$ cat src/rtl/bip_control.sv
// BIP1 control unit: fetch/exec sequencer, PC and instruction decode for the accumulator datapath.
// Optional executed-cycle counter enabled by defining BIP_CYCLE_COUNT_EN.
module bip_control #(
    parameter int NB_DATA    = 16,
    parameter int NB_OPCODE  = 5,
    parameter int NB_OPERAND = 11,
    parameter int NB_ADDR    = 11,
    parameter int NB_COUNT   = 32
) (
    input  logic                  i_clk,
    input  logic                  i_rst,
    input  logic                  i_start,
    input  logic [NB_DATA-1:0]    i_instruction,
    output logic [NB_ADDR-1:0]    o_pc_addr,
    output logic [1:0]            o_SelA,
    output logic                  o_SelB,
    output logic                  o_WrAcc,
    output logic                  o_op,
    output logic [NB_OPERAND-1:0] o_operand,
    output logic                  o_WrRam,
    output logic                  o_RdRam,
    output logic                  o_halt,
    output logic [NB_COUNT-1:0]   o_cycle_count
);

    typedef enum logic [1:0] {
        IDLE,
        FETCH,
        EXEC,
        HALT
    } state_t;

    localparam logic [NB_OPCODE-1:0] OP_HLT  = NB_OPCODE'(0);
    localparam logic [NB_OPCODE-1:0] OP_STO  = NB_OPCODE'(1);
    localparam logic [NB_OPCODE-1:0] OP_LD   = NB_OPCODE'(2);
    localparam logic [NB_OPCODE-1:0] OP_LDI  = NB_OPCODE'(3);
    localparam logic [NB_OPCODE-1:0] OP_ADD  = NB_OPCODE'(4);
    localparam logic [NB_OPCODE-1:0] OP_ADDI = NB_OPCODE'(5);
    localparam logic [NB_OPCODE-1:0] OP_SUB  = NB_OPCODE'(6);
    localparam logic [NB_OPCODE-1:0] OP_SUBI = NB_OPCODE'(7);

    state_t              state;
    state_t              state_next;
    logic [NB_ADDR-1:0]  pc;
    logic [NB_OPCODE-1:0] opcode;

    assign opcode    = i_instruction[NB_DATA-1 -: NB_OPCODE];
    assign o_pc_addr = pc;
    assign o_halt    = (state == HALT);

    always_ff @(posedge i_clk) begin
        if (i_rst) begin
            state <= IDLE;
        end else begin
            state <= state_next;
        end
    end

    // PC only advances on a completed non-halt EXEC; it wraps silently.
    always_ff @(posedge i_clk) begin
        if (i_rst) begin
            pc <= '0;
        end else if (state == EXEC && opcode != OP_HLT) begin
            pc <= pc + NB_ADDR'(1);
        end
    end

    always_comb begin
        state_next = state;
        case (state)
            IDLE:    if (i_start) state_next = FETCH;
            FETCH:   state_next = EXEC;
            EXEC:    state_next = (opcode == OP_HLT) ? HALT : FETCH;
            HALT:    state_next = HALT;
            default: state_next = IDLE;
        endcase
    end

    always_comb begin
        o_SelA    = 2'b00;
        o_SelB    = 1'b0;
        o_WrAcc   = 1'b0;
        o_op      = 1'b0;
        o_WrRam   = 1'b0;
        o_RdRam   = 1'b0;
        o_operand = '0;
        if (state == EXEC) begin
            o_operand = i_instruction[NB_OPERAND-1:0];
            case (opcode)
                OP_STO: o_WrRam = 1'b1;
                OP_LD: begin
                    o_WrAcc = 1'b1;
                    o_RdRam = 1'b1;
                end
                OP_LDI: begin
                    o_SelA  = 2'b01;
                    o_WrAcc = 1'b1;
                end
                OP_ADD: begin
                    o_SelA  = 2'b10;
                    o_WrAcc = 1'b1;
                    o_RdRam = 1'b1;
                end
                OP_ADDI: begin
                    o_SelA  = 2'b10;
                    o_SelB  = 1'b1;
                    o_WrAcc = 1'b1;
                end
                OP_SUB: begin
                    o_SelA  = 2'b10;
                    o_op    = 1'b1;
                    o_WrAcc = 1'b1;
                    o_RdRam = 1'b1;
                end
                OP_SUBI: begin
                    o_SelA  = 2'b10;
                    o_SelB  = 1'b1;
                    o_op    = 1'b1;
                    o_WrAcc = 1'b1;
                end
                default: ;
            endcase
        end
    end

`ifdef BIP_CYCLE_COUNT_EN
    logic [NB_COUNT-1:0] cycle_count;

    // Counts only active fetch/exec cycles and sticks at all-ones.
    always_ff @(posedge i_clk) begin
        if (i_rst) begin
            cycle_count <= '0;
        end else if ((state == FETCH || state == EXEC) && cycle_count != '1) begin
            cycle_count <= cycle_count + NB_COUNT'(1);
        end
    end

    assign o_cycle_count = cycle_count;
`else
    assign o_cycle_count = '0;
`endif

endmodule

$ cat config.mk
export PLATFORM = sky130hd
export DESIGN_NAME = bip_control
export DESIGN_NICKNAME = d
export VERILOG_FILES = /design/src/rtl/bip_control.sv
export SDC_FILE = /design/constraint.sdc
export NUM_CORES = 1
export LEC_CHECK = 0
export BUFFER_PORTS_ARGS = -buffer_cell sky130_fd_sc_hd__buf_2
export CORE_MARGIN = 4
export CORE_UTILIZATION = 25
export CTS_CLUSTER_DIAMETER = 30
export DETAILED_ROUTE_END_ITERATION = 16
export HOLD_SLACK_MARGIN = 0.15
export SYNTH_ARGS = -nofsm -noshare
export SYNTH_HDL_FRONTEND = slang
export SYNTH_SLANG_ARGS = --single-unit
$ cat constraint.sdc
create_clock -name i_clk -period 1.6 [get_ports i_clk]
set_clock_uncertainty 0.15 [all_clocks]
set_input_delay 0.24 -clock i_clk [delete_from_list [all_inputs] [get_ports i_clk]]
set_output_delay 0.24 -clock i_clk [all_outputs]
set_load 0.05 [all_outputs]
Yosys cells after proc, flatten, opt, wreduce, memory -nomap -nowiden
Index checks and enable logic that the tools add are counted.
{ "totals": {"in_bits": 19, "out_inout_bits": 62, "regBits": 13} }
{ "op_classes": {"eq_ne": 11, "add_sub_neg": 1, "muxes": 16, "reduce_logical": 9} }
{ "op_table": {"columns": ["op", "count"], "rows": [
  ["equality test 5 x 3 -> 1 bit, second input constant", 4],
  ["adder 11 x 1 -> 11 bit, second input constant", 1],
  ["2-to-1 mux 11 bit", 1],
  ["equality test 5 x 2 -> 1 bit, second input constant", 2],
  ["2-to-1 mux 1 bit", 10],
  ["one-hot mux 2 bit (4 select lines)", 1],
  ["2-to-1 mux 2 bit", 3],
  ["OR reduction 6 bit", 1],
  ["equality test 5 x 1 -> 1 bit, second input constant", 1],
  ["logical NOT 5 bit", 1],
  ["nonzero test 5 bit", 1],
  ["equality test 2 bit, second input constant", 2],
  ["one-hot mux 2 bit (2 select lines)", 1],
  ["OR reduction 2 bit", 2],
  ["OR reduction 4 bit", 1],
  ["OR reduction 3 bit", 1],
  ["equality test 2 x 1 -> 1 bit, second input constant", 1],
  ["logical NOT 2 bit", 1],
  ["!= test 2 bit, second input constant", 1],
  ["logical AND 1 bit", 1]
]} }

Depth between registers and ports, before layout
{ "logic_depth": {"word_depth": 4, "depth_mapped": 5, "depth_no_buf": 5} }

Worst setup path before layout
OpenSTA, ideal clock, no wires.
{ "synth_path": {"path_type": "register -> output", "from": "reg state[1]", "to": "out o_WrRam", "n_path_buf": 1, "slack_ns": -1.232, "path_stages_with_launch": 5, "required_time_ns": 1.210, "arrival_ns": 2.442, "path_cell_list": "dfxtp_1 > nor2b_1 > buf_4 > nor3b_2 > nor4bb_1"} }
{ "synth_between": {"elab_chain_len": 2} }
{ "synth_lines": {"columns": ["item", "line_no", "source"], "rows": [
  ["from (decl)", "42", "state_t state;"],
  ["from (signal assigned)", "55", "state <= state_next;"],
  ["equality test 2 bit", "87", "if (state == EXEC) begin"],
  ["2-to-1 mux 1 bit", "87", null],
  ["to (decl)", "20", "output logic o_WrRam,"]
]} }
No other way between the ends.

Worst setup path in the final report
{ "layout_path": {"from": "reg state[1]", "to": "out o_RdRam"} }
{ "layout_between": {"elab_chain_len": 2} }
{ "layout_lines": {"columns": ["item", "line_no", "source"], "rows": [
  ["equality test 2 bit", "87", null],
  ["2-to-1 mux 1 bit", "87", null],
  ["to (decl)", "21", "output logic o_RdRam,"]
]} }
No other way between the ends.

==> metrics.txt <==
# TYPE chip_impl_metric gauge
chip_impl_info{name="r2r-start",value="state[1]$_SDFFE_PP0P_"} 1
chip_impl_metric{name="gp_routability_congestion",unit=""} 0.640
chip_impl_metric{name="synth_cells",unit=""} 120
chip_impl_metric{name="finalSetupViolCount",unit=""} 25
chip_impl_metric{name="vdd.ir_drop.worst",unit="mV"} 0.244
chip_impl_metric{name="cts_inserted_buffers",unit=""} 3
chip_impl_info{name="synth-main-ff-cell",value="sky130_fd_sc_hd__dfxtp_1"} 1
chip_impl_metric{name="synthArstFlopShare",unit="%"} 0
chip_impl_metric{name="reg2reg_depth",unit=""} 9
chip_impl_metric{name="power.density",unit="nW/µm²"} 572
chip_impl_info{name="setup.worst_path.start",value="state[1]$_SDFFE_PP0P_"} 1
chip_impl_info{name="worst_setup_path_endpoint",value="o_RdRam"} 1
chip_impl_metric{name="grt_antenna_before_repair",unit=""} 0
chip_impl_metric{name="final_cells",unit=""} 234
chip_impl_metric{name="grt_util_met1",unit="%"} 12.1
chip_impl_info{name="min_path_type",value="in2reg"} 1
chip_impl_metric{name="ant_nets",unit=""} 0
chip_impl_metric{name="area_of_the_mapped_netlist",unit="µm²"} 1010
chip_impl_metric{name="floorplan.rows",unit=""} 22
chip_impl_metric{name="total_power",unit="mW"} 0.976
chip_impl_metric{name="netlist.area_leader.share",unit="%"} 25.7
chip_impl_metric{name="path_clk_slew",unit="ns"} 0.06
chip_impl_metric{name="cp_slowest_stage_delay",unit="ns"} 0.32
chip_impl_metric{name="drt_drc_violations_left",unit=""} 0
chip_impl_info{name="grt.busiest_layer",value="met2"} 1
chip_impl_metric{name="critical_path_cell_count",unit=""} 5
chip_impl_metric{name="synth-seq-area-share",unit="%"} 25.7
chip_impl_metric{name="final_max_slew_viol_count",unit=""} 0
chip_impl_metric{name="dr_total_vias",unit=""} 985
chip_impl_metric{name="port_buffers",unit=""} 48
chip_impl_metric{name="synth_edf_count",unit=""} 0
chip_impl_metric{name="cts_htree_levels",unit=""} 1
chip_impl_metric{name="dp_cells",unit=""} 220
chip_impl_metric{name="design.final.nets",unit=""} 207
chip_impl_info{name="violations",value="setup timing"} 1
chip_impl_metric{name="fin_crit",unit="ns"} 1.85
chip_impl_metric{name="grtUsageMet3",unit="%"} 4.77
chip_impl_metric{name="clkLatencyLatePin",unit="ns"} 0.24
chip_impl_metric{name="drt_wl_total",unit="µm"} 2820
chip_impl_metric{name="period_share",unit="%"} 116
chip_impl_metric{name="synth.avg_cell_area",unit="µm²"} 8.42
chip_impl_metric{name="whs",unit="ns"} 0.197
chip_impl_metric{name="max_clock_freq",unit="MHz"} 541
chip_impl_metric{name="max_cap_viol_count",unit=""} 0
chip_impl_metric{name="grt_max_degree",unit=""} 14
chip_impl_info{name="largest_area_contributor_in_the_netlist",value="sky130_fd_sc_hd__dfxtp_1"} 1
chip_impl_info{name="critical_path_top_delay_cell",value="sky130_fd_sc_hd__dfxtp_2"} 1
chip_impl_metric{name="path_max_fanout",unit=""} 6
chip_impl_metric{name="leakage",unit="nW"} 0.804
chip_impl_metric{name="viasPerCell",unit=""} 4.21
chip_impl_metric{name="synth-warning-count",unit=""} 0
chip_impl_info{name="cts_root_buf",value="sky130_fd_sc_hd__clkbuf_8"} 1
chip_impl_metric{name="grt_pass1_vias",unit=""} 934
chip_impl_metric{name="area.growth.synth_to_final",unit="%"} 68.7
chip_impl_metric{name="firstDrtPassIters",unit=""} 4
chip_impl_metric{name="die_area",unit="µm²"} 5130
chip_impl_metric{name="postSynthRegisterBits",unit=""} 13
chip_impl_metric{name="grt_usage",unit="%"} 10.5
chip_impl_metric{name="chipHeight",unit="µm"} 71.6
chip_impl_info{name="critical_path.startpoint_type",value="flop"} 1
chip_impl_metric{name="worstPathRequired",unit="ns"} 1.21
chip_impl_info{name="crit_type",value="reg2out"} 1
chip_impl_info{name="grt_setup_unrepaired",value="true"} 1
chip_impl_metric{name="ios",unit=""} 81
chip_impl_info{name="tritoncts",value="yes"} 1
chip_impl_metric{name="fp.dieW",unit="µm"} 71.6
chip_impl_info{name="timing.rr.end",value="o_pc_addr[5]$_SDFFE_PP0P_"} 1
chip_impl_metric{name="area.sequential",unit="µm²"} 284
chip_impl_info{name="critical-path-top-cell-by-count",value="sky130_fd_sc_hd__nor2b_4"} 1
chip_impl_info{name="ys_top_cells_by_area",value="sky130_fd_sc_hd__dfxtp_1, sky130_fd_sc_hd__buf_4, sky130_fd_sc_hd__and2_1"} 1
chip_impl_metric{name="avgRoutedWirePerCell",unit="µm"} 12.0
chip_impl_info{name="worstHoldStart",value="i_rst"} 1
chip_impl_info{name="worst_path_dominant_cell_family",value="simple AND/OR/NAND/NOR gates"} 1
chip_impl_metric{name="final_hold_viol_count",unit=""} 0
chip_impl_metric{name="globalRoute.totalOverflow",unit=""} 0
chip_impl_metric{name="layout_setup_ws",unit="ns"} -0.249
chip_impl_metric{name="filler_cell_count",unit=""} 382
chip_impl_metric{name="starting_density",unit="%"} 26.8
chip_impl_metric{name="fp.coreArea",unit="µm²"} 3770
chip_impl_info{name="run_status",value="finished, violations left"} 1
chip_impl_metric{name="arrival",unit="ns"} 1.46
chip_impl_metric{name="rrSetupSlack",unit="ns"} -0.14
chip_impl_metric{name="clock_path_buffers",unit=""} 2
chip_impl_info{name="timing.critical_path.to_type",value="output port"} 1
chip_impl_metric{name="inserted_diodes",unit=""} 0
chip_impl_metric{name="gr_layer_usage_met2",unit="%"} 18.0
chip_impl_metric{name="critical_path_buf_inv_count",unit=""} 1
chip_impl_metric{name="dpl.hpwl",unit="µm"} 1980
chip_impl_metric{name="wire_length_of_the_first_global_routing_pass",unit="µm"} 4330
chip_impl_metric{name="detail_route.iter0.violations",unit=""} 9
chip_impl_metric{name="clkSinkCount",unit=""} 13
chip_impl_metric{name="layout-drive-gt1-share",unit="%"} 61.8
chip_impl_metric{name="area_taken_by_multi_input_logic_gates",unit="µm²"} 743
chip_impl_info{name="timing.critical_path.cells",value="nor2b_4, nor3b_4, o21a_4, nor2b_4, buf_6"} 1
chip_impl_metric{name="synth.lib_cells_used.distinct",unit=""} 34
cells by family (layout without fill, tap and decap cells):
logic type / count (synthesis) / count (layout) / synth area share, %
AO/OA/AOI/OAI: 20 / 20 / 13.6
XOR/XNOR: 3 / 3 / 2.60
adder cells (fa/ha/maj): 1 / 1 / 1.24
buffers and inverters: 37 / 72 / 26.1
flip-flops: 13 / 13 / 25.7
multiplexers: 1 / 1 / 0.990
other: 1 / 32 / 0.371
AND/OR/NAND/NOR: 44 / 44 / 29.3
synth_stat cells, drive strengths merged, types with 2 or more instances:
| cell type | count |
|---|---|
| dfxtp | 13 |
| xor2 | 3 |
| o31ai | 4 |
| clkbuf | 2 |
| nor2 | 7 |
| and2 | 13 |
| nand4 | 3 |
| or3 | 2 |
| nand2 | 3 |
| o21ai | 3 |
| o211ai | 2 |
| nor2b | 2 |
| a21oi | 8 |
| buf | 34 |
| and3 | 4 |
| or4 | 5 |
routing by layer:
layer / vias up / wire length, µm
li1: 484 / -
met1: 450 / 1100
met2: 49 / 1370
met3: 2 / 328
met4: 0 / 12
met5: - / 0
through the flow:
stage               setup TNS (ns)  util, %  setup slack, ns  cell area, µm²
CTS                          -3.00     43.8           -0.237            1650
global route                 -4.35     45.2           -0.334            1710
finish                       -2.91     45.2           -0.249            1710
floorplan                   -0.602        -           -0.273            1230
global placement            -0.878     35.4           -0.116            1330
detailed placement          -0.987     35.4           -0.134            1330
repair_timing:
action,4_1_cts,5_1_grt
setup endpoints to repair,22,25
pin swaps,22,5
hold buffers,1,0
gates cloned,1,0
gates resized for setup,68,13
hold endpoints to repair,1,0
setup buffers,7,2
cell type report:
cell class              instances  area share, %
multi-input cells             101           43.6
repair buffers                 67           33.4
flip-flops and latches         13           16.7
well taps                      48           3.52
clock buffers                   4           2.64
inverters                       1          0.220
sequential cells by signal, indices dropped and copies added, names as in the netlist:
| register | cells |
|---|---|
| o_pc_addr | 11 |
| state | 2 |
worst min-delay path by stage:
stage | slack, ns | cells past startpoint | to
finish | 0.20 | 2 | o_pc_addr[5]$_SDFFE_PP0P_
global route | 0.22 | 2 | o_pc_addr[3]$_SDFFE_PP0P_
CTS | 0.18 | 2 | o_pc_addr[3]$_SDFFE_PP0P_
detailed placement | 0.32 | 2 | o_pc_addr[10]$_SDFFE_PP0P_
global placement | 0.32 | 2 | o_pc_addr[10]$_SDFFE_PP0P_
floorplan | 0.15 | 1 | o_pc_addr[3]$_SDFFE_PP0P_
cell usage in the layout, fill, tap and decap left out, types with 2 or more instances in the layout:
master                     instances
sky130_fd_sc_hd__dfxtp_4           5
sky130_fd_sc_hd__dfxtp_2           4
sky130_fd_sc_hd__and2_2            2
sky130_fd_sc_hd__o211ai_1          2
sky130_fd_sc_hd__nand4_1           2
sky130_fd_sc_hd__buf_2            30
sky130_fd_sc_hd__a21oi_1           4
sky130_fd_sc_hd__conb_1           32
sky130_fd_sc_hd__buf_8            12
sky130_fd_sc_hd__a21oi_2           4
sky130_fd_sc_hd__nand2_1           3
sky130_fd_sc_hd__buf_4            11
sky130_fd_sc_hd__nor2b_4           2
sky130_fd_sc_hd__o21ai_0           2
sky130_fd_sc_hd__or4_1             2
sky130_fd_sc_hd__nor2_1            6
sky130_fd_sc_hd__or4_4             3
sky130_fd_sc_hd__buf_6            13
sky130_fd_sc_hd__xor2_1            3
sky130_fd_sc_hd__and3_2            2
sky130_fd_sc_hd__dfxtp_1           4
sky130_fd_sc_hd__o31ai_1           3
sky130_fd_sc_hd__clkbuf_8          3
sky130_fd_sc_hd__and2_4           11
report_power, final:
| group | internal [mW] | total, mW | switching (mW) | leakage, nW |
|---|---|---|---|---|
| sequential | 0.322 | 0.329 | 0.00667 | 0.111 |
| combinational | 0.0894 | 0.351 | 0.262 | 0.670 |
| clock | 0.176 | 0.296 | 0.120 | 0.0228 |
| total | 0.588 | 0.976 | 0.388 | 0.804 |
Power figures use the tool's default switching activity.
